<file path="config.mk">
export PLATFORM = sky130hd
export DESIGN_NAME = e_mdu
export DESIGN_NICKNAME = d
export VERILOG_FILES = /design/src/rtl/e_mdu.sv
export SDC_FILE = /design/constraint.sdc
export NUM_CORES = 2
export LEC_CHECK = 0
export ABC_AREA = 0
export BUFFER_PORTS_ARGS = -buffer_cell sky130_fd_sc_hd__buf_2
export CORE_MARGIN = 3
export CORE_UTILIZATION = 60
export CTS_BUF_LIST = sky130_fd_sc_hd__clkbuf_16
export DETAILED_ROUTE_END_ITERATION = 8
export GPL_TIMING_DRIVEN = 0
export PLACE_DENSITY = 0.81
export SLEW_MARGIN = 0
export SYNTH_ARGS = -nofsm -noshare
export SYNTH_HDL_FRONTEND = slang
export SYNTH_SLANG_ARGS = --single-unit
</file>
<file path="constraint.sdc">
create_clock -name clk -period 9.2 [get_ports clk]
set_input_delay 1.84 -clock clk [delete_from_list [all_inputs] [get_ports clk]]
set_output_delay 1.84 -clock clk [all_outputs]
set_load 0.01 [all_outputs]
</file>
<file path="src/rtl/e_mdu.sv">
// Multi-cycle multiply/divide unit with HI/LO registers for MULT/MULTU/DIV/DIVU/MTHI/MTLO.
// Divider is built only when MDU_DIV_EN is defined; otherwise DIV/DIVU behave as NOP.
module e_mdu #(
    parameter int WIDTH       = 32,
    parameter int MULT_CYCLES = 5,
    parameter int DIV_CYCLES  = 10
) (
    input  logic             clk,
    input  logic             reset,
    input  logic             E_start,
    input  logic [2:0]       E_MDUOp,
    input  logic [WIDTH-1:0] A,
    input  logic [WIDTH-1:0] B,
    output logic             E_busy,
    output logic             E_done,
    output logic [WIDTH-1:0] E_HI,
    output logic [WIDTH-1:0] E_LO
);

    localparam logic [2:0] OP_MULT  = 3'd1;
    localparam logic [2:0] OP_MULTU = 3'd2;
    localparam logic [2:0] OP_DIV   = 3'd3;
    localparam logic [2:0] OP_DIVU  = 3'd4;
    localparam logic [2:0] OP_MTHI  = 3'd5;
    localparam logic [2:0] OP_MTLO  = 3'd6;

    typedef enum logic {IDLE, RUN} state_t;

    state_t           state;
    logic [5:0]       cnt;
    logic [2:0]       op_q;
    logic [WIDTH-1:0] a_q;
    logic [WIDTH-1:0] b_q;
    logic             accept_long;

    function automatic logic is_long(input logic [2:0] op);
`ifdef MDU_DIV_EN
        return (op == OP_MULT) || (op == OP_MULTU) || (op == OP_DIV) || (op == OP_DIVU);
`else
        return (op == OP_MULT) || (op == OP_MULTU);
`endif
    endfunction

    function automatic logic [5:0] latency(input logic [2:0] op);
        return ((op == OP_DIV) || (op == OP_DIVU)) ? 6'(DIV_CYCLES) : 6'(MULT_CYCLES);
    endfunction

    // Full 2*WIDTH product; operands are sign- or zero-extended before the multiply.
    function automatic logic [2*WIDTH-1:0] mul_full(input logic [WIDTH-1:0] x,
                                                   input logic [WIDTH-1:0] y,
                                                   input logic sgn);
        logic signed [2*WIDTH-1:0] xs;
        logic signed [2*WIDTH-1:0] ys;
        logic signed [2*WIDTH-1:0] p;
        xs = sgn ? $signed({{WIDTH{x[WIDTH-1]}}, x}) : $signed({{WIDTH{1'b0}}, x});
        ys = sgn ? $signed({{WIDTH{y[WIDTH-1]}}, y}) : $signed({{WIDTH{1'b0}}, y});
        p  = xs * ys;
        return p;
    endfunction

`ifdef MDU_DIV_EN
    // Returns {remainder, quotient}; MIN / -1 saturates to MIN with zero remainder.
    function automatic logic [2*WIDTH-1:0] div_full(input logic [WIDTH-1:0] x,
                                                   input logic [WIDTH-1:0] y,
                                                   input logic sgn);
        logic signed [WIDTH-1:0] xs;
        logic signed [WIDTH-1:0] ys;
        logic [WIDTH-1:0]        q;
        logic [WIDTH-1:0]        r;
        logic [WIDTH-1:0]        min_v;
        min_v = {1'b1, {(WIDTH-1){1'b0}}};
        xs    = $signed(x);
        ys    = $signed(y);
        if (!sgn) begin
            q = x / y;
            r = x % y;
        end else if ((x == min_v) && (y == {WIDTH{1'b1}})) begin
            q = min_v;
            r = '0;
        end else begin
            q = xs / ys;
            r = xs % ys;
        end
        return {r, q};
    endfunction
`endif

    assign accept_long = E_start && (state == IDLE) && is_long(E_MDUOp);

    // Operand capture: data path only, not reset.
    always_ff @(posedge clk) begin
        if (accept_long) begin
            op_q <= E_MDUOp;
            a_q  <= A;
            b_q  <= B;
        end
    end

    always_ff @(posedge clk or posedge reset) begin
        if (reset) begin
            state  <= IDLE;
            cnt    <= '0;
            E_busy <= 1'b0;
            E_done <= 1'b0;
            E_HI   <= '0;
            E_LO   <= '0;
        end else begin
            E_done <= 1'b0;
            case (state)
                IDLE: begin
                    if (accept_long) begin
                        state  <= RUN;
                        cnt    <= latency(E_MDUOp);
                        E_busy <= 1'b1;
                    end else if (E_start && (E_MDUOp == OP_MTHI)) begin
                        E_HI <= A;
                    end else if (E_start && (E_MDUOp == OP_MTLO)) begin
                        E_LO <= A;
                    end
                end
                RUN: begin
                    if (cnt == 6'd1) begin
                        state  <= IDLE;
                        cnt    <= '0;
                        E_busy <= 1'b0;
                        E_done <= 1'b1;
                        if ((op_q == OP_MULT) || (op_q == OP_MULTU)) begin
                            {E_HI, E_LO} <= mul_full(a_q, b_q, op_q == OP_MULT);
                        end
`ifdef MDU_DIV_EN
                        // Divide by zero completes normally but leaves HI/LO untouched.
                        else if (b_q != '0) begin
                            {E_HI, E_LO} <= div_full(a_q, b_q, op_q == OP_DIV);
                        end
`endif
                    end else begin
                        cnt <= cnt - 6'd1;
                    end
                end
                default: state <= IDLE;
            endcase
        end
    end

endmodule

</file>
==> impl_metrics.json <==
{
  "drv_cap": 0,
  "crit_arrival_ps": 9950,
  "finish.utilization_pct": 67.6,
  "multi_input_area_mm2": 0.0437,
  "dp_hpwl_um": 169000,
  "drt_iter0_drc": 4967,
  "syn_avg_cell_area_um2": 9.63,
  "synth_area_mm2": 0.0533,
  "io_buffers": 135,
  "antenna_found_initial": 19,
  "die_h_um": 304,
  "synth_ff_type": "dfrtp_1",
  "worstPathBufferInverterCount": 12,
  "synthArstFlopShare_pct": 52.1,
  "finalMaxSlewViolations": 0,
  "layout-drive-gt1-share_pct": 12.3,
  "initial_core_util_pct": 60.9,
  "gp_congestion": 1.08,
  "ant_nets": 0,
  "wl_per_cell_um": 29.2,
  "ys_seq_area_share_pct": 7.21,
  "gr-total-overflow": 0,
  "synth_cells": 5530,
  "post-place-ws_ps": -2100,
  "grt_max_degree": 73,
  "worst_slew_pin_slew_ps": 1050,
  "period_share_pct": 104,
  "clock_latency_ps": 530,
  "synth_fp_nets": 7371,
  "grt_use_total_pct": 45.5,
  "cts.htree.levels": 4,
  "cts_sinks": 140,
  "nets": 7669,
  "hold_class": "reg -> reg",
  "setup_viol": 12,
  "num_vias": 41900,
  "fillers": 6803,
  "skew_ps": 46.3,
  "clockBufferDepth": 2,
  "placed_cell_area_mm2": 0.0555,
  "core-area_mm2": 0.0874,
  "postLayoutCellArea_mm2": 0.0591,
  "slowest_delay_ps": 640,
  "relSlewSlack_pct": 29.9,
  "cts_hold_buf": 0,
  "seqCellArea_mm2": 0.00384,
  "die_area_mm2": 0.0924,
  "most-common-layout-cells": "1484 x inv_1, 1365 x fa_1, 709 x nand2_1",
  "synth-edff-count": 67,
  "slowest_stage": "fa_2",
  "critPathMaxFanout": 4,
  "end_kind": "register",
  "ctsRootBufferMaster": "clkbuf_16",
  "die_w_um": 304,
  "num_io_pins": 136,
  "routed_wl_um": 205000,
  "fin_crit_ps": 9570,
  "crit_required_ps": 9580,
  "start_kind": "register",
  "finalHoldViolCount": 0,
  "rows": 108,
  "ys_ff_latch": 140,
  "fmax_ghz": 0.104,
  "vias_per_cell": 5.96,
  "yosysUniqueCellTypes": 67,
  "numCtsBuffers": 17,
  "yosysWarnings": 0,
  "cts_tree": "built",
  "status": "finished, violations left",
  "drc": 0,
  "violations": "setup timing",
  "setup_ws_ps": -371,
  "detail_route.first_pass.iterations": 6,
  "area_delta_synth_final_pct": 10.9,
  "grt_pass1_wl_um": 299000,
  "crit_type": "reg -> reg",
  "clkTransAtPathRegs_ps": 70,
  "final_common_cell": "inv_1",
  "rsz0062_at_grt": "yes",
  "critPathTopFamily": "adder cells",
  "grt_pass1_vias": 44500
}
## synth_stat cells, drive strengths merged, types with 15 or more instances
| library cell | instances | share of area (%) |
|---|---|---|
| a21o | 35 | 0.49 |
| a21oi | 121 | 1.2 |
| a31oi | 15 | 0.20 |
| and2 | 456 | 5.4 |
| and3 | 40 | 0.47 |
| clkbuf | 246 | 1.7 |
| dfrtp | 73 | 3.4 |
| edfxtp | 67 | 3.8 |
| fa | 1421 | 53 |
| ha | 350 | 8.2 |
| inv | 1514 | 11 |
| nand2 | 726 | 5.1 |
| nor2 | 57 | 0.40 |
| nor2b | 22 | 0.26 |
| o21ai | 99 | 0.94 |
| xnor2 | 94 | 1.5 |
| xor2 | 28 | 0.46 |
## tightest hold or removal path, delay by kind of cell (launching register included)
family | cells | cell delay, ps
AND/OR/NAND/NOR | 1 | 50
AO/OA/AOI/OAI | 1 | 60
flip-flops | 1 | 340
## state kept, by name, indices dropped and copies added (netlist names)
name    count
E_HI       32
E_LO       32
a_q        32
b_q        32
cnt         6
op_q        3
E_busy      1
E_done      1
state       1
## cell type report
| cell class | count | share of cell area, % |
|---|---|---|
| timing repair buffer | 305 | 4.06 |
| inverter | 1514 | 9.66 |
| buffer | 231 | 2.28 |
| clock buffer | 18 | 0.763 |
| multi-input combinational | 3619 | 74.0 |
| sequential | 140 | 6.50 |
| clock inverter | 14 | 0.214 |
| antenna | 28 | 0.119 |
| tap | 1155 | 2.45 |
## cells by family after synthesis
logic type      after synthesis  share of synthesized area, %
buf+inv                    1771                          12.5
fa+ha+maj                  1773                          61.7
flops                       140                          7.21
compound gates              341                          3.89
xor+xnor                    122                          2.01
simple gates               1371                          12.5
mux                          12                         0.228
## timing repair
action / 4_1_cts / 5_1_grt
pin swaps: 91 / 95
buffers inserted: 114 / 49
gates resized for setup: 331 / 223
endpoints found under the setup margin: 44 / 29
## per-stage QoR
step	setup TNS, ps	std cells	hold slack, ps
final	-2060	7024	491
after CTS	-1380	6955	489
after detailed placement	-39180	6827	468
after floorplan	0	5530	452
after global routing	-5010	6996	513
after global placement	-97390	6820	466
## layer usage
metal	up-vias	part of all wire (%)	GRT usage [%]
met1	21200	34	57.4
met2	3277	42	64.2
met4	10	9.2	30.7
met5	-	0.043	0
li1	16500	-	-
met3	884	15	19.0
## path summary, 6_finish.rpt
kind | startpoint | endpoint | slack (ps) | cells past startpoint
min in group asynchronous | reset | E_done$_DFF_PP0_ | 1200 | 2
min reg2reg | E_LO[17]$_DFFE_PP0P_ | E_LO[17]$_DFFE_PP0P_ | 490 | 2
max reg2reg | op_q[2]$_DFFE_PP_ | E_HI[31]$_DFFE_PP0P_ | -370 | 34
max | op_q[2]$_DFFE_PP_ | E_HI[31]$_DFFE_PP0P_ | -370 | 34
min | E_LO[17]$_DFFE_PP0P_ | E_LO[17]$_DFFE_PP0P_ | 490 | 2
max in group asynchronous | reset | E_HI[13]$_DFFE_PP0P_ | 7470 | 3
Power is left out: the tool's default activity adds up to more than one toggle a clock period on the data nets, which glitch-free logic cannot reach.
